<file path="src/rtl/eth_lb_pkg.sv">
// eth_lb_pkg: states, fail codes, pattern table and XGMII idle constants for the PHY loopback self-test
package eth_lb_pkg;
   typedef enum logic [2:0] {IDLE, RESET_PHY, WAIT_LOCK, SEND, PRBS, DONE, FAIL} state_t;
   typedef enum logic [1:0] {CHK_ALIGN, CHK_CHECK, CHK_FIN} chk_state_t;
   localparam logic [2:0] FC_NONE  = 3'd0;
   localparam logic [2:0] FC_LOCK  = 3'd1;
   localparam logic [2:0] FC_ALIGN = 3'd2;
   localparam logic [2:0] FC_LOST  = 3'd3;
   localparam logic [2:0] FC_PRBS  = 3'd4;
   localparam logic [63:0] IDLE_WORD = 64'h0707070707070707;
   localparam logic [7:0] IDLE_CTRL = 8'hFF;
   localparam logic [63:0] PAT [0:5] = '{
      64'hFFFF_FFFF_FFFF_FFFF, 64'h0000_0000_0000_0000, 64'h5555_5555_5555_5555,
      64'hAAAA_AAAA_AAAA_AAAA, 64'hFEFE_FEFE_FEFE_FEFE, 64'h0123_4567_89AB_CDEF};
   function automatic logic [2:0] pat_next(input logic [2:0] i);
      return (i == 3'd5) ? 3'd0 : i + 3'd1;
   endfunction
endpackage

</file>
<file path="src/rtl/eth_lb_pattern_chk.sv">
// eth_lb_pattern_chk: aligns to the first pattern word on XGMII rx, then checks PATTERN_COUNT words
module eth_lb_pattern_chk
   import eth_lb_pkg::*;
#(
   parameter int DATA_WIDTH    = 64,
   parameter int CTRL_WIDTH    = 8,
   parameter int PATTERN_COUNT = 256,
   parameter int ALIGN_TIMEOUT = 64
)(
   input  logic                  clk,
   input  logic                  rst_n,
   input  logic                  enable,
   input  logic                  clear,
   input  logic [DATA_WIDTH-1:0] rxd,
   input  logic [CTRL_WIDTH-1:0] rxc,
   output logic                  match,
   output logic                  word_done,
   output logic                  align_timeout,
   output logic [15:0]           err_count
);
   chk_state_t  st;
   logic [2:0]  j;
   logic [31:0] wcnt, acnt;
   logic        mismatch;
   // Word compare against the expected pattern and status pulses from the registered sub-state
   always_comb begin
      match         = (rxc == '0) && (rxd == DATA_WIDTH'(PAT[0]));
      mismatch      = (rxc != '0) || (rxd != DATA_WIDTH'(PAT[j]));
      word_done     = (st == CHK_FIN);
      align_timeout = enable && (st == CHK_ALIGN) && !match && (acnt == ALIGN_TIMEOUT - 1);
   end
   // Align/check sub-FSM; err_count survives disable so the result is held after the run
   always_ff @(posedge clk or negedge rst_n) begin
      if (!rst_n) begin
         st        <= CHK_ALIGN;
         j         <= '0;
         wcnt      <= '0;
         acnt      <= '0;
         err_count <= '0;
      end else begin
         if (clear) err_count <= '0;
         if (!enable) begin
            st   <= CHK_ALIGN;
            j    <= '0;
            wcnt <= '0;
            acnt <= '0;
         end else if (st == CHK_ALIGN) begin
            acnt <= acnt + 1;
            if (match) begin
               st   <= CHK_CHECK;
               j    <= 3'd1;
               wcnt <= 32'd1;
            end
         end else if (st == CHK_CHECK) begin
            if (mismatch && err_count != 16'hFFFF) err_count <= err_count + 16'd1;
            j    <= pat_next(j);
            wcnt <= wcnt + 1;
            if (wcnt == PATTERN_COUNT - 1) st <= CHK_FIN;
         end
      end
   end
endmodule

</file>
<file path="src/rtl/eth_phy_lb_ctrl.sv">
// eth_phy_lb_ctrl: serdes-loopback self-test sequencer for the 10G PHY; PRBS31 phase built with `LB_CTRL_PRBS_EN
module eth_phy_lb_ctrl
   import eth_lb_pkg::*;
#(
   parameter int DATA_WIDTH    = 64,
   parameter int CTRL_WIDTH    = 8,
   parameter int RST_CYCLES    = 16,
   parameter int LOCK_TIMEOUT  = 4096,
   parameter int PATTERN_COUNT = 256,
   parameter int ALIGN_TIMEOUT = 64
`ifdef LB_CTRL_PRBS_EN
   ,parameter int PRBS_CYCLES  = 1024
`endif
)(
   input  logic                  clk,
   input  logic                  rst_n,
   input  logic                  start,
   output logic                  phy_tx_rst,
   output logic                  phy_rx_rst,
   output logic [DATA_WIDTH-1:0] xgmii_txd,
   output logic [CTRL_WIDTH-1:0] xgmii_txc,
   input  logic [DATA_WIDTH-1:0] xgmii_rxd,
   input  logic [CTRL_WIDTH-1:0] xgmii_rxc,
   input  logic                  rx_block_lock,
   input  logic                  rx_high_ber,
   input  logic [6:0]            rx_error_count,
   output logic                  cfg_tx_prbs31_enable,
   output logic                  cfg_rx_prbs31_enable,
   output logic                  busy,
   output logic                  done,
   output logic                  pass,
   output logic [15:0]           err_count,
   output logic [2:0]            fail_code
);
   state_t      state;
   logic [31:0] cnt, tx_cnt;
   logic [4:0]  lock_cnt;
   logic [2:0]  tx_idx;
   logic        lock_ok, lock_hit, term_ok, word_done, align_timeout, unused_match;
   logic [2:0]  term_fc;
`ifdef LB_CTRL_PRBS_EN
   logic        prbs_on, prbs_err, late_err, prbs_end, prbs_bad;
   assign cfg_tx_prbs31_enable = prbs_on;
   assign cfg_rx_prbs31_enable = prbs_on;
`else
   logic        unused_err;
   assign unused_err = ^rx_error_count;
   assign cfg_tx_prbs31_enable = 1'b0;
   assign cfg_rx_prbs31_enable = 1'b0;
`endif

   eth_lb_pattern_chk #(
      .DATA_WIDTH(DATA_WIDTH), .CTRL_WIDTH(CTRL_WIDTH),
      .PATTERN_COUNT(PATTERN_COUNT), .ALIGN_TIMEOUT(ALIGN_TIMEOUT)
   ) u_chk (
      .clk(clk), .rst_n(rst_n), .enable(state == SEND),
      .clear(start && (state == IDLE || state == DONE || state == FAIL)),
      .rxd(xgmii_rxd), .rxc(xgmii_rxc), .match(unused_match), .word_done(word_done),
      .align_timeout(align_timeout), .err_count(err_count)
   );

   // Terminal decision: lock loss outranks every other exit in the same cycle
   always_comb begin
      lock_ok  = rx_block_lock && !rx_high_ber;
      lock_hit = lock_ok && (lock_cnt == 5'd15);
`ifdef LB_CTRL_PRBS_EN
      late_err = (state == PRBS) && (cnt >= PRBS_CYCLES / 2) && (rx_error_count != '0);
      prbs_end = (state == PRBS) && (cnt == PRBS_CYCLES - 1);
      prbs_bad = prbs_err || late_err;
      term_ok  = prbs_end && !prbs_bad;
`else
      term_ok  = (state == SEND) && word_done;
`endif
      term_fc  = ((state == SEND || state == PRBS) && !rx_block_lock) ? FC_LOST :
                 (state == WAIT_LOCK && !lock_hit && cnt == LOCK_TIMEOUT - 1) ? FC_LOCK :
                 (state == SEND && align_timeout) ? FC_ALIGN :
`ifdef LB_CTRL_PRBS_EN
                 (prbs_end && prbs_bad) ? FC_PRBS :
`endif
                 FC_NONE;
   end

   // Main sequencer: state, counters and every registered output
   always_ff @(posedge clk or negedge rst_n) begin
      if (!rst_n) begin
         state      <= IDLE;
         cnt        <= '0;
         tx_cnt     <= '0;
         lock_cnt   <= '0;
         tx_idx     <= '0;
         phy_tx_rst <= 1'b1;
         phy_rx_rst <= 1'b1;
         xgmii_txd  <= DATA_WIDTH'(IDLE_WORD);
         xgmii_txc  <= CTRL_WIDTH'(IDLE_CTRL);
         busy       <= 1'b0;
         done       <= 1'b0;
         pass       <= 1'b0;
         fail_code  <= FC_NONE;
`ifdef LB_CTRL_PRBS_EN
         prbs_on    <= 1'b0;
         prbs_err   <= 1'b0;
`endif
      end else begin
         case (state)
            IDLE, DONE, FAIL: if (start) begin
               state      <= RESET_PHY;
               cnt        <= '0;
               phy_tx_rst <= 1'b1;
               phy_rx_rst <= 1'b1;
               busy       <= 1'b1;
               done       <= 1'b0;
               pass       <= 1'b0;
               fail_code  <= FC_NONE;
            end
            RESET_PHY: begin
               cnt <= cnt + 1;
               if (cnt == RST_CYCLES - 1) begin
                  state      <= WAIT_LOCK;
                  cnt        <= '0;
                  lock_cnt   <= '0;
                  phy_tx_rst <= 1'b0;
                  phy_rx_rst <= 1'b0;
               end
            end
            WAIT_LOCK: begin
               cnt      <= cnt + 1;
               lock_cnt <= lock_ok ? lock_cnt + 5'd1 : 5'd0;
               if (lock_hit) begin
                  state     <= SEND;
                  xgmii_txd <= DATA_WIDTH'(PAT[0]);
                  xgmii_txc <= '0;
                  tx_idx    <= 3'd1;
                  tx_cnt    <= 32'd1;
               end
            end
            SEND: begin
               if (tx_cnt == PATTERN_COUNT) begin
                  xgmii_txd <= DATA_WIDTH'(IDLE_WORD);
                  xgmii_txc <= CTRL_WIDTH'(IDLE_CTRL);
               end else begin
                  xgmii_txd <= DATA_WIDTH'(PAT[tx_idx]);
                  xgmii_txc <= '0;
                  tx_idx    <= pat_next(tx_idx);
                  tx_cnt    <= tx_cnt + 1;
               end
`ifdef LB_CTRL_PRBS_EN
               if (word_done) begin
                  state    <= PRBS;
                  cnt      <= '0;
                  prbs_err <= 1'b0;
                  prbs_on  <= 1'b1;
               end
`endif
            end
`ifdef LB_CTRL_PRBS_EN
            PRBS: begin
               cnt <= cnt + 1;
               if (late_err) prbs_err <= 1'b1;
            end
`endif
            default: state <= IDLE;
         endcase
         if (term_fc != FC_NONE || term_ok) begin
            state     <= (term_fc != FC_NONE) ? FAIL : DONE;
            busy      <= 1'b0;
            done      <= 1'b1;
            pass      <= (term_fc == FC_NONE) && (err_count == '0);
            fail_code <= term_fc;
            xgmii_txd <= DATA_WIDTH'(IDLE_WORD);
            xgmii_txc <= CTRL_WIDTH'(IDLE_CTRL);
`ifdef LB_CTRL_PRBS_EN
            prbs_on   <= 1'b0;
`endif
         end
      end
   end
endmodule
</file>
<file path="config.mk">
export PLATFORM = sky130hd
export DESIGN_NAME = eth_phy_lb_ctrl
export DESIGN_NICKNAME = d
export VERILOG_FILES = /design/src/rtl/eth_lb_pkg.sv /design/src/rtl/eth_lb_pattern_chk.sv /design/src/rtl/eth_phy_lb_ctrl.sv
export SDC_FILE = /design/constraint.sdc
export NUM_CORES = 1
export LEC_CHECK = 0
export ABC_AREA = 1
export CAP_MARGIN = 30
export CORE_ASPECT_RATIO = 1.5
export CORE_UTILIZATION = 30
export CTS_BUF_LIST = sky130_fd_sc_hd__clkbuf_4 sky130_fd_sc_hd__clkbuf_8
export DETAILED_ROUTE_END_ITERATION = 7
export DONT_BUFFER_PORTS = 1
export PLACE_DENSITY = 0.49
export SLEW_MARGIN = 40
export SYNTH_ARGS = -nofsm -noshare
export SYNTH_HDL_FRONTEND = slang
export SYNTH_SLANG_ARGS = --single-unit
</file>
<file path="constraint.sdc">
create_clock -name clk -period 3.4 [get_ports clk]
set_clock_uncertainty 0.1 [all_clocks]
set_input_delay 0.68 -clock clk [delete_from_list [all_inputs] [get_ports clk]]
set_output_delay 0.68 -clock clk [all_outputs]
set_load 0.005 [all_outputs]
</file>
### Word-level counts from Yosys, hierarchy flattened

Memories as Yosys holds them, arrays and structs flattened.
Cells that the tools add are included.

* add/sub/neg operators: 8
* $lt $le $gt $ge: 2
* eq/ne operators: 31
* muxes and demuxes: 67
* bitwise logic cells: 2
* reduce and logical (&&, ||, !) cells: 47

Operators with widths (number)
* $mux W64: 7
* $mux W32: 10
* $add A32 B1 Y32 const B: 4
* $pmux W64 S2: 1
* $pmux W32 S3: 1
* $mux W16: 5
* $eq A64 B64 Y1 const B: 1
* $ne A64 B64 Y1: 1
* $pmux W32 S2: 1
* $mux W3: 15
* $eq A32 B12 Y1 const B: 1
* $eq A32 B4 Y1 const B: 1
* $eq A32 B6 Y1 const B: 1
* $eq A32 B8 Y1 const B: 1
* $eq A32 B9 Y1 const B: 1
* $mux W8: 3
* $mux W2: 9
* $add A16 B1 Y16 const B: 1
* $logic_not A16 Y1: 1
* $ne A16 B16 Y1 const B: 1
* $pmux W8 S2: 1
* $eq A3 B3 Y1 const B: 5
* $ne A3 B3 Y1 const B: 5
* $logic_and A1 B1 Y1: 14
* other kinds (29): 66

* flip-flop bits (word level): 239
* ROM bits: 1024
* input bits: 84
* output and inout port bits: 98
* word-level logic and storage cells: 176
* memories kept: 2

Memory list
* (no name shown): words 8, width 64, read ports 1, clocked after Yosys merged registers in 0, write ports 0, line eth_lb_pattern_chk.sv:28 `mismatch = (rxc != '0) || (rxd != DATA_WIDTH'(PAT[j]));`
* (no name shown): words 8, width 64, read ports 1, clocked after Yosys merged registers in 0, write ports 0, line eth_phy_lb_ctrl.sv:141 `xgmii_txd <= DATA_WIDTH'(PAT[tx_idx]);`

### Logic depth before layout (Yosys ltp)

Gate-level depths: netlist of the first run.

* depth in word-level cells: 13
* mapped depth: 15
* gate-level depth less buffers: 15

### Cells and area by module

From an unflattened synthesis of the first run, not the netlist that was laid out.

* cell total of the unflattened synthesis: 2078
* area total of the unflattened synthesis: 13596.8 µm²

Modules (own cells, without submodules)
* eth_lb_pattern_chk: instances 1, cells an instance 1159, area each 7145.6 µm², sequential area each 2127.0 µm²
* eth_phy_lb_ctrl: instances 1, cells an instance 919, area each 6451.2 µm², sequential area each 2285.9 µm²

### Worst setup path after synthesis of the first run

OpenSTA, ideal clock, no wires.

* path type: flip-flop to flip-flop
* from: reg u_chk.j[0]
* to: reg u_chk.err_count[12]
* setup time: 0.076 ns
* data arrival time: 1.990 ns
* data required time: 3.224 ns
* setup slack: 1.234 ns
* stages on the path, launching flop included: 14
* buffers on the path: 1
* period minus slack after synthesis: 2.166 ns
* path through: dfrtp_1 > inv_1 > ha_1 > nor2_2 > xor2_1 > nand2_1 > nor2_1 > nand3_1 > nor2_1 > nand3_1 > nand2_2 > buf_6 > nand3_1 > o21ai_1

* word-level cells in the longest chain between the ends: 11

RTL lines
* from (decl): line eth_lb_pattern_chk.sv:22 `logic [2:0] j;`
* from (signal assigned): line eth_lb_pattern_chk.sv:56 `j <= pat_next(j);`
* $not A3 Y4 (implied by the code): line eth_lb_pattern_chk.sv:28
* $mem_v2 Z8 W64
* $mux W64 (implied by the code) (2 in a row): line eth_lb_pattern_chk.sv:28
* $ne A64 B64 Y1: line eth_lb_pattern_chk.sv:28
* $logic_or A1 B1 Y1: line eth_lb_pattern_chk.sv:28
* $logic_and A1 B1 Y1: line eth_lb_pattern_chk.sv:55 `if (mismatch && err_count != 16'hFFFF) err_count <= err_count + 16'd1;`
* $mux W16: line eth_lb_pattern_chk.sv:55
* $mux W16: line eth_lb_pattern_chk.sv:54 `end else if (st == CHK_CHECK) begin`
* $mux W16: line eth_lb_pattern_chk.sv:47 `end else if (st == CHK_ALIGN) begin`
* $mux W16: line eth_lb_pattern_chk.sv:42 `if (!enable) begin`
* to (signal assigned): line eth_lb_pattern_chk.sv:55
* to (decl): line eth_lb_pattern_chk.sv:19 `output logic [15:0] err_count`

No other way between the ends. The select of a mux whose other input is x is not followed.
A chain may end at the register's enable or synchronous reset.

### Final worst setup path of the first run

* from: reg u_chk.j[0]
* to: reg u_chk.err_count[7]

Same word-level chain as after synthesis.

==> results of run 1 <==
layer usage:
| layer | vias to the layer above | track usage |
|---|---|---|
| met4 | 0 | 0.0781 |
| li1 | 5495 | - |
| met2 | 168 | 0.321 |
| met5 | - | 0 |
| met1 | 5109 | 0.182 |
| met3 | 59 | 0.0238 |
layout by cell type, fill, tap and decap left out, drive strengths merged, types with 2 or more instances in the layout:
cell,instances
o21ai,107
nor4,25
conb,3
or2,3
ha,21
o21bai,5
dfstp,7
xnor2,3
nand3,104
nor3,89
clkinv,3
nand4,69
clkbuf,24
a211oi,2
o22ai,28
o31ai,6
nor3b,5
a21oi,57
inv,217
nand2,396
nor2,249
xor2,66
and3,2
dfrtp,169
buf,13
a22oi,2
metrics by stage:
stage                     instances  setup slack, ns  utilization
after global placement         2156            0.764        0.310
after floorplan                1738             1.23            -
after global routing           2188            0.452        0.320
after CTS                      2187            0.725        0.320
final                          2188            0.730        0.320
after detailed placement       2156            0.745        0.310
registers in the layout, summed over array words and instances, names as in the netlist, 2 cells and up:
name             cells
cnt                 32
xgmii_txd            9
state                3
fail_code            2
u_chk.wcnt          32
u_chk.err_count     16
lock_cnt             5
tx_cnt              32
u_chk.st             2
u_chk.acnt          32
tx_idx               3
u_chk.j              3
power by group:
part           leakage (uW)  internal (uW)  switching (uW)
sequential          0.00239           2490             545
clock              0.000205            705             809
combinational       0.00263            824            1740
total               0.00522           4020            3090
Yosys cell counts (all sizes together):
cell | instances | area [sq um]
o31ai | 6 | 45.0
o22ai | 28 | 175
a22oi | 2 | 15.0
o21bai | 5 | 37.5
a21oi | 57 | 312
nand2 | 396 | 1510
o21ba | 1 | 10.0
a31oi | 1 | 6.26
dfstp | 7 | 184
ha | 21 | 263
inv | 215 | 807
a211oi | 2 | 15.0
and3 | 2 | 12.5
nor2 | 249 | 952
nor3 | 89 | 455
buf | 81 | 583
xnor2 | 3 | 26.3
o2111ai | 1 | 8.76
a21o | 1 | 7.51
conb | 1 | 3.75
a22o | 1 | 8.76
nor4 | 25 | 163
a21boi | 1 | 7.51
o21a | 1 | 7.51
o211ai | 1 | 7.51
o211a | 1 | 10.0
nand3 | 104 | 551
clkbuf | 14 | 53.8
a2bb2oi | 1 | 8.76
xor2 | 66 | 578
o21ai | 107 | 547
nor3b | 5 | 37.5
dfrtp | 169 | 4230
or2 | 3 | 18.8
nand4 | 69 | 447
cell type report:
| type | count | area (sq um) | area share |
|---|---|---|---|
| clock inverter | 7 | 73.8 | 0.00584 |
| multi-input combinational | 1252 | 6270 | 0.495 |
| sequential | 176 | 4410 | 0.349 |
| timing repair buffer | 13 | 135 | 0.0107 |
| clock buffer | 24 | 324 | 0.0256 |
| antenna | 1 | 2.50 | 0.000198 |
| tap | 500 | 626 | 0.0495 |
| inverter | 215 | 807 | 0.0638 |
critical path: stages, from the launching register on:
cell and delay [ns]:
sky130_fd_sc_hd__dfrtp_1 0.45, sky130_fd_sc_hd__inv_1 0.17, sky130_fd_sc_hd__ha_1 0.35, sky130_fd_sc_hd__inv_1 0.07, sky130_fd_sc_hd__nand2_2 0.11, sky130_fd_sc_hd__o21ai_4 0.15, sky130_fd_sc_hd__nor2_1 0.08, sky130_fd_sc_hd__nor3_1 0.21
sky130_fd_sc_hd__nand2_1 0.11, sky130_fd_sc_hd__nor2_1 0.10, sky130_fd_sc_hd__nand3_1 0.15, sky130_fd_sc_hd__nand2_2 0.22, sky130_fd_sc_hd__buf_12 0.18, sky130_fd_sc_hd__nand3_1 0.07, sky130_fd_sc_hd__o21ai_1 0.08
worst paths after layout:
path                                       to  slack (ns)  cells after the start
min                            u_chk.wcnt[27]       -0.21                      0
max reg2reg                u_chk.err_count[7]        0.73                     14
min in group clk                 fail_code[1]        0.31                      3
max                        u_chk.err_count[7]        0.73                     14
max in group asynchronous       xgmii_txd[56]        3.08                      0
min reg2reg                        phy_rx_rst        0.40                      2
cells by family after synthesis:
kind of cell             count (synthesis)
AO/OA/AOI/OAI                          217
XOR/XNOR                                69
buffers and inverters                  310
adder cells (fa/ha/maj)                 21
other                                    1
flip-flops                             176
AND/OR/NAND/NOR                        942
==> reports/results.env, run 1 <==
STATUS='finished, violations left'
VIOLATED_CHECKS='design-rule violations, negative hold slack'
TOTAL_OF_CELLS_RESIZED_AFTER_CLOCK_TREE_SYNTHESIS=0
CLOCK_INSERTION_DELAY_WORST_SKEW_NS=0.50
SYNTH_SEQ_CELLS=176
ROUTE.MET3.WL_UM=938
WORSTMARGINPINSLEW_NS=0.800
START_KIND='flip-flop'
TIMING.HOLD.WORST.CLASS='in -> async'
DIE-HEIGHT_UM=248
DESIGN.DIE.AREA_SQ_UM=41200
YOSYS.AREA_SHARE.XOR_XNOR=0.0499
POSTROUTEWIRELENGTH_MM=33.4
SETUP_REPAIR_AFTER_GLOBAL_ROUTING_MISSED_ITS_MARGIN='no'
GRT_PASS1_VIAS=11100
CLK_PIN_SLEW_WORST_PATHS_NS=0.09
FINALMAXSLEWVIOLATIONS=0
NUM_ROWS=89
WORSTSETUPSTARTPOINT='u_chk.j[0]'
START_UTIL=0.306
GRT_PASS1_WL_MM=55.5
LAYOUT-DRIVE-GT1-SHARE=0.0498
HTREEDEPTH=4
TOTAL_LEAKAGE_POWER_uW=0.00522
POSTPLACECELLAREA_SQ_UM=12200
FILL_CELL_INSTANCE_COUNT_OF_THE_FINAL_LAYOUT=4284
HOLD-WORST-SLACK_NS=-0.215
FINAL_TOTAL_NEGATIVE_SETUP_SLACK_NS=0
HOLD_VIOL_FINAL=169
IR_DROP_mV=0.380
DRT.ANTENNA.VIOLATING_NETS=0
CLOCK-ROOT-BUFFER='sky130_fd_sc_hd__clkbuf_8'
GRT_ANTENNA_BEFORE_REPAIR=1
CRIT-REG2REG-LAUNCH='u_chk.j[0]'
YOSYS_WARNINGS=0
NETS=1780
FLOORPLAN.IO_PINS=182
DRV_CAP=0
FIN_AREA_SQ_UM=12600
DETAILROUTE.WIRELENGTH.MET2_MM=17.8
NETLIST_INSTANCES=1736
LARGEST_FAMILY_OF_LOGIC_CELLS_BY_SYNTHESIZED_AREA='simple AND/OR/NAND/NOR gates'
GRT-OVFL-TOTAL=0
FINAL.PERIOD_UTILIZATION=0.785
CRIT_REQUIRED_NS=3.73
CTS_INSERTED_BUFFERS=17
WORST_EP_ARRIVAL_TIME_NS=3.00
WL_MET1_MM=13.6
LARGEST_NET_DEGREE_AT_THE_START_OF_GLOBAL_ROUTING=177
CTS_POST_SETUP_BUFFERS_INSERTED=0
NUMBER_OF_VIAS_PER_CELL=4.95
ENDPOINT_KIND_OF_THE_WORST_SETUP_TIMING_PATH='flip-flop'
MIN_PERIOD_NS=2.67
WIRE_PER_INST_UM=15.3
TRITONCTS_NUM_SINKS=176
POWER_uW=7110
WORST-PATH-MAX-FANOUT=19
CRITICALPATHCATEGORY='reg -> reg'
COMBINED_GLOBAL_ROUTE_UTILIZATION_OF_ALL_METAL_LAYERS=0.168
TIMING.SLEW.HEADROOM=0.465
SYN-MEAN-INSTANCE-AREA_SQ_UM=6.97
ROUTE.VIAS.TOTAL=10800
FMAX_MHz=375
GP_CONGESTION=0.905
HIGHEST-SIGNAL-LAYER='met4'
SYNTH_CELL_TYPES=53
CORE_AREA_SQ_UM=39500
BUFFER_PORTS.INSERTED=0
DETAILEDPLACEMENTHPWL_MM=25.0
DRT_FIRST_ITER_VIOLATIONS=497
AREAGROWTHSYNTHTOFINISH_PCT=4.49
DRT_PRE_ANTENNA_ITERS=7
SETUP_VIOL=0
SYNTH_SIMPLE_GATE_AREA_FRAC=0.343
SYNTH_ADDER_AREA_SHARE=0.0217
DIE_OUTLINE_WIDTH_UM=166
POWERDENSITY_nW_PER_UM2=562
YS_SEQ_AREA_FRAC=0.365
CTS_BUFFER_DEPTH=2
TRITONCTS_CLOCK_TREE='built'
SYNTH-COMPOUND-AREA-SHARE=0.102
NETLIST_AREA_SQ_UM=12100
DRC=3
SHARE_OF_SYNTHESIZED_AREA_SPENT_ON_MULTIPLEXERS=0
(Power assumes the default switching activity.)
==> run 2, diff against run 1 <==
Settings changed: PLACE_DENSITY 0.49 to 0.5.
Clock period 3.4 ns to 2.2 ns, I/O delays scaled along.
==> run 2 against run 1 <==
Net effect: global-route usage grew 0.87 points; largest cell class unchanged; routed wire length grew 6.5%; the run ends with design-rule violations, negative hold slack, negative setup slack left; sequential power grew 53%; cell count grew 5.2%; non-clock buffer count grew 108; clock-buffer cell count is the same; final area grew 9.8%; critical path depth is the same; via count grew 5.4%; core utilization grew 3.1 points.
==> reports/results.env, run 2 (same netlist as run 1, synthesis figures left out) <==
TIMING.CRITICAL_PATH.MAX_DELAY_FAMILY='simple AND/OR/NAND/NOR gates'
FIN_WS_NS=-0.0149
FF2FF_PATH_DEPTH=14
PATH_CELLS='inv_2 > ha_1 > nor2_1 > buf_4 > buf_4 > nand2_1 > o21ai_0 > nand4_1 > nor2_1 > nand3_2 > nand2_4 > buf_4 > nand3_1 > o21ai_1'
P_COMB_FRAC=0.425
SW_FRAC_OF_TOTAL=0.425
LARGEST_NET_DEGREE_AT_THE_START_OF_GLOBAL_ROUTING=177
START_KIND='flip-flop'
TRITONCTS_CLOCK_TREE='built'
CLOCK_INSERTION_DELAY_WORST_SKEW_NS=0.49
HOLD_VIOL_FINAL=176
ROUTE.VIAS.TOTAL=11400
GRT_PASS1_WL_MM=57.7
SETUP_VIOL=12
CTS_BUFFER_DEPTH=2
HOLD-WORST-SLACK_NS=-0.462
TOTAL_LEAKAGE_POWER_uW=0.00584
POSTROUTEWIRELENGTH_MM=35.5
SETUP_REPAIR_AFTER_GLOBAL_ROUTING_MISSED_ITS_MARGIN='yes'
FMAX_MHz=451
GRT-OVFL-TOTAL=0
NETS=1892
AREAGROWTHSYNTHTOFINISH_PCT=14.7
DESIGN.DIE.AREA_SQ_UM=41200
POSTPLACECELLAREA_SQ_UM=12900
WORSTMARGINPINSLEW_NS=0.596
TIMING.HOLD.WORST.CLASS='in -> async'
DETAILEDPLACEMENTHPWL_MM=26.2
CRIT_REQUIRED_NS=2.51
CRITPATHBUFINV=4
CORE_AREA_SQ_UM=39500
CP_SLOWEST_STAGE_DELAY_NS=0.37
FINAL_TOTAL_NEGATIVE_SETUP_SLACK_NS=-0.0802
DIE_OUTLINE_WIDTH_UM=166
DPL_WORST_SLACK_NS=-0.175
FINAL.PERIOD_UTILIZATION=1.01
CTS_INSERTED_BUFFERS=17
CPMAXSTAGEDELAYCELL='sky130_fd_sc_hd__dfrtp_1'
LAYOUT-DRIVE-GT1-SHARE=0.143
LAYOUT_COMMONEST_CELL='sky130_fd_sc_hd__nand2_1'
VIOLATED_CHECKS='design-rule violations, negative hold slack, negative setup slack'
NUM_ROWS=89
STATUS='finished, violations left'
CLOCK-ROOT-BUFFER='sky130_fd_sc_hd__clkbuf_8'
CRITICAL_PATH_DEPTH=14
CRITICALPATHCATEGORY='reg -> reg'
DRT_PRE_ANTENNA_ITERS=7
COMBINED_GLOBAL_ROUTE_UTILIZATION_OF_ALL_METAL_LAYERS=0.176
TIMING.SLEW.HEADROOM=0.603
CRIT_TOP_CELL='sky130_fd_sc_hd__buf_4'
BUFFER_PORTS.INSERTED=0
DRC=6
GRT_PASS1_VIAS=11600
ENDPOINT_KIND_OF_THE_WORST_SETUP_TIMING_PATH='flip-flop'
START_UTIL=0.306
POWERDENSITY_nW_PER_UM2=883
GRT_ANTENNA_BEFORE_REPAIR=1
FINALCOREUTILIZATION=0.351
FIN_AREA_SQ_UM=13900
MIN_PERIOD_NS=2.21
FLOORPLAN.IO_PINS=182
TRITONCTS_NUM_SINKS=176
POWER_SPENT_CHARGING_AND_DISCHARGING_NETS_uW=5210
WIRE_PER_INST_UM=15.4
IR_DROP_mV=0.638
WORST-PATH-MAX-FANOUT=7
GP_CONGESTION=0.868
WORST_EP_ARRIVAL_TIME_NS=2.53
CELLINTERNALPOWER_uW=7050
DRT.ANTENNA.VIOLATING_NETS=0
LAYOUT_COMMON_CELLS='sky130_fd_sc_hd__nand2_1, sky130_fd_sc_hd__nor2_1, sky130_fd_sc_hd__inv_1, sky130_fd_sc_hd__dfrtp_1, sky130_fd_sc_hd__buf_4'
SEQ_POWER_SHARE=0.380
NUMBER_OF_VIAS_PER_CELL=4.96
FINALMAXSLEWVIOLATIONS=0
DRV_CAP=0
DIE-HEIGHT_UM=248
DRT_FIRST_ITER_VIOLATIONS=490
CLK_PIN_SLEW_WORST_PATHS_NS=0.10
SHARE_CLK_OF_TOTAL_POWER=0.195
HTREEDEPTH=4
[run 2: metal layers]
metal,track usage,wire [um]
met4,0.0849,1160
met3,0.0264,971
met1,0.188,14200
met2,0.339,19200
met5,0,0
[run 2: area by class of cell]
cell class              count  area (sq um)
clock buffers              24           299
inverters                 215           813
flip-flops and latches    176          4410
clock inverters             8           104
diodes                      1          2.50
fillers                  4217         25600
multi-input cells        1256          6590
repair buffers            121          1040
well taps                 500           626
[run 2: timing repair]
item / in CTS / in global routing
setup endpoints to repair: 36 / 80
gates cloned: 2 / 2
hold endpoints to repair: 176 / 176
resized for setup: 20 / 78
setup buffers: 2 / 22
pin swaps: 4 / 26
[run 2: through the flow]
step           instances  power [uW]
2_1_floorplan       1738        8320
3_3_place_gp        2240        9200
3_5_place_dp        2240        9250
4_1_cts             2276       11800
5_1_grt             2301       13200
6_report            2301       12300
[run 2: path summary, 6_finish.rpt]
check                                 start                   to  slack (ns)
worst max-delay path             u_chk.j[0]  u_chk.err_count[10]       -0.01
worst min-delay path                  rst_n   u_chk.err_count[6]       -0.46
min in group clk                rx_high_ber          lock_cnt[3]        0.17
worst max register to register   u_chk.j[0]  u_chk.err_count[10]       -0.01
worst min register to register   phy_rx_rst           phy_rx_rst        0.40
max in group asynchronous             rst_n         xgmii_txc[6]        2.13
[run 2: power groups by stage]
| stage | Clock (uW) | Sequential, uW | Combinational [uW] |
|---|---|---|---|
| 3_5_place_dp | 0 | 4700 | 4550 |
| 2_1_floorplan | 0 | 4450 | 3870 |
| 5_1_grt | 2600 | 4810 | 5840 |
| 3_3_place_gp | 0 | 4700 | 4500 |
| 4_1_cts | 2510 | 4650 | 4640 |
| 6_report | 2390 | 4650 | 5210 |
[run 2: worst reg2reg max path: cells and delay by family, from the launching register on]
kind	cells	cell delay [ns]
simple gates	7	0.79
buf+inv	4	0.50
flops	1	0.37
fa+ha+maj	1	0.21
compound gates	2	0.17
==> run 3, diff against run 2 <==
Settings changed: PLACE_DENSITY 0.5 to 0.51, RECOVER_POWER set to 25.
==> run 3 against run 2 <==
Net effect: the flow still finishes with violations (design-rule violations, negative hold slack, negative setup slack); via count shrank 1.2%; first-iteration DRC count grew 2.9%; core utilization shrank 0.13 points; non-clock buffer count shrank 2; largest cell class unchanged.
==> reports/results.env, run 3 (same netlist as run 1, synthesis figures left out) <==
ROUTE.VIAS.TOTAL=11300
SETUP_REPAIR_AFTER_GLOBAL_ROUTING_MISSED_ITS_MARGIN='yes'
START_KIND='flip-flop'
HOLD-WORST-SLACK_NS=-0.451
NETS=1888
DRT_FIRST_ITER_VIOLATIONS=504
POSTROUTEWIRELENGTH_MM=34.8
CLOCK_INSERTION_DELAY_WORST_SKEW_NS=0.49
TIMING.SLEW.HEADROOM=0.604
AREAGROWTHSYNTHTOFINISH_PCT=14.3
GRT_ANTENNA_BEFORE_REPAIR=1
GRT-OVFL-TOTAL=0
CORE_AREA_SQ_UM=39500
TRITONCTS_NUM_SINKS=176
TIMING.HOLD.WORST.CLASS='in -> async'
LAYOUT-DRIVE-GT1-SHARE=0.145
WIRE_PER_INST_UM=15.2
FIN_WS_NS=-0.0123
DRT.ANTENNA.VIOLATING_NETS=0
CRITICALPATHCATEGORY='reg -> reg'
DESIGN.DIE.AREA_SQ_UM=41200
CTS_INSERTED_BUFFERS=17
DETAILEDPLACEMENTHPWL_MM=26.2
CPMAXSTAGEDELAYCELL='sky130_fd_sc_hd__dfrtp_2'
DRT_PRE_ANTENNA_ITERS=7
GRT_PASS1_WL_MM=57.0
CP_SLOWEST_STAGE_DELAY_NS=0.47
TOTAL_LEAKAGE_POWER_uW=0.00579
WORST_EP_ARRIVAL_TIME_NS=2.53
CRIT_REQUIRED_NS=2.52
LARGEST_NET_DEGREE_AT_THE_START_OF_GLOBAL_ROUTING=177
DIE_OUTLINE_WIDTH_UM=166
COMBINED_GLOBAL_ROUTE_UTILIZATION_OF_ALL_METAL_LAYERS=0.173
VIOLATED_CHECKS='design-rule violations, negative hold slack, negative setup slack'
NUM_ROWS=89
CRITPATHBUFINV=3
R2R_SLACK_NS=-0.01
FINALMAXSLEWVIOLATIONS=0
HOLD_VIOL_FINAL=176
CLK_PIN_SLEW_WORST_PATHS_NS=0.09
NUMBER_OF_VIAS_PER_CELL=4.91
MIN_PERIOD_NS=2.21
TRITONCTS_CLOCK_TREE='built'
TIMING.CRITICAL_PATH.MAX_DELAY_FAMILY='simple AND/OR/NAND/NOR gates'
BUFFER_PORTS.INSERTED=0
LAYOUT_COMMONEST_CELL='sky130_fd_sc_hd__nand2_1'
SETUP_VIOL=5
ENDPOINT_KIND_OF_THE_WORST_SETUP_TIMING_PATH='flip-flop'
LAYOUT_COMMON_CELLS='sky130_fd_sc_hd__nand2_1, sky130_fd_sc_hd__nor2_1, sky130_fd_sc_hd__inv_1, sky130_fd_sc_hd__dfrtp_1, sky130_fd_sc_hd__buf_4'
HTREEDEPTH=4
WORSTMARGINPINSLEW_NS=0.595
FINAL.PERIOD_UTILIZATION=1.01
FMAX_MHz=452
WORST-PATH-MAX-FANOUT=7
POWERDENSITY_nW_PER_UM2=867
CLOCK-ROOT-BUFFER='sky130_fd_sc_hd__clkbuf_8'
PATH_CELLS='buf_4 > buf_4 > nor2_4 > xor2_1 > nand2_1 > nor2_1 > nand3_1 > nor2_1 > nand3_2 > nand2_4 > buf_6 > nand3_2 > o21ai_2'
DRC=4
DPL_WORST_SLACK_NS=-0.194
STATUS='finished, violations left'
START_UTIL=0.306
CTS_BUFFER_DEPTH=2
DRV_CAP=0
FILL_CELL_INSTANCE_COUNT_OF_THE_FINAL_LAYOUT=4200
FINALCOREUTILIZATION=0.350
GRT_PASS1_VIAS=11600
IR_DROP_mV=0.667
DIE-HEIGHT_UM=248
FLOORPLAN.IO_PINS=182
GP_CONGESTION=0.909
[run 3: worst paths after layout]
check / startpoint / end / cells past startpoint
worst max-delay path: u_chk.j[2] / u_chk.err_count[12] / 13
worst min-delay path: rst_n / u_chk.err_count[7] / 0
worst max register to register: u_chk.j[2] / u_chk.err_count[12] / 13
worst min register to register: phy_rx_rst / phy_rx_rst / 2
max in group asynchronous: rst_n / xgmii_txc[6] / 0
min in group clk: rx_block_lock / fail_code[1] / 3
[run 3: layout make-up]
class | count | area [sq um] | area share
repair buffers | 119 | 985 | 0.0712
multi-input cells | 1254 | 6600 | 0.477
well taps | 500 | 626 | 0.0452
flip-flops and latches | 176 | 4420 | 0.319
inverters | 215 | 815 | 0.0589
diodes | 1 | 2.50 | 0.000181
clock inverters | 15 | 161 | 0.0117
clock buffers | 17 | 234 | 0.0169
[run 3: metrics by stage]
step                total power [uW]  cell area [sq um]  TNS, ns  cells  hold slack [ns]
finish                         12000              13800  -0.0336   2297           -0.451
detailed placement              9330              13000    -2.42   2250           0.0654
global route                   13000              13800    -2.91   2297           -0.500
global placement                9290              13000    -1.95   2250           0.0653
CTS                            11900              13600   -0.299   2288           -0.500
floorplan                       8320              12100        0   1738           0.0444
[run 3: worst reg2reg max path: cells and delay by family, from the launching register on]
kind / cells / cell delay [ns]
AO/OA/AOI/OAI: 1 / 0.06
buffers and inverters: 3 / 0.43
flip-flops: 1 / 0.47
XOR/XNOR: 1 / 0.17
AND/OR/NAND/NOR: 8 / 0.91
[run 3: what timing repair did]
item / CTS / global route
hold endpoints to repair: 176 / 176
resized for setup: 53 / 59
pin swaps: 15 / 23
setup endpoints to repair: 32 / 77
buffers inserted: 5 / 8
cloned: 2 / 1
[run 3: report_power, final]
group	switching [uW]	leakage, uW	internal [uW]	total, uW
Clock	1320	0.000189	1020	2340
Sequential	801	0.00239	3860	4660
Combinational	3040	0.00321	1960	5000
[run 3: layer usage]
metal | GRT usage | wire [um] | up-vias
met5 | 0 | 0 | -
met1 | 0.183 | 13700 | 5324
met3 | 0.0288 | 1270 | 67
li1 | - | - | 5710
met2 | 0.332 | 18600 | 186
met4 | 0.0838 | 1240 | 0
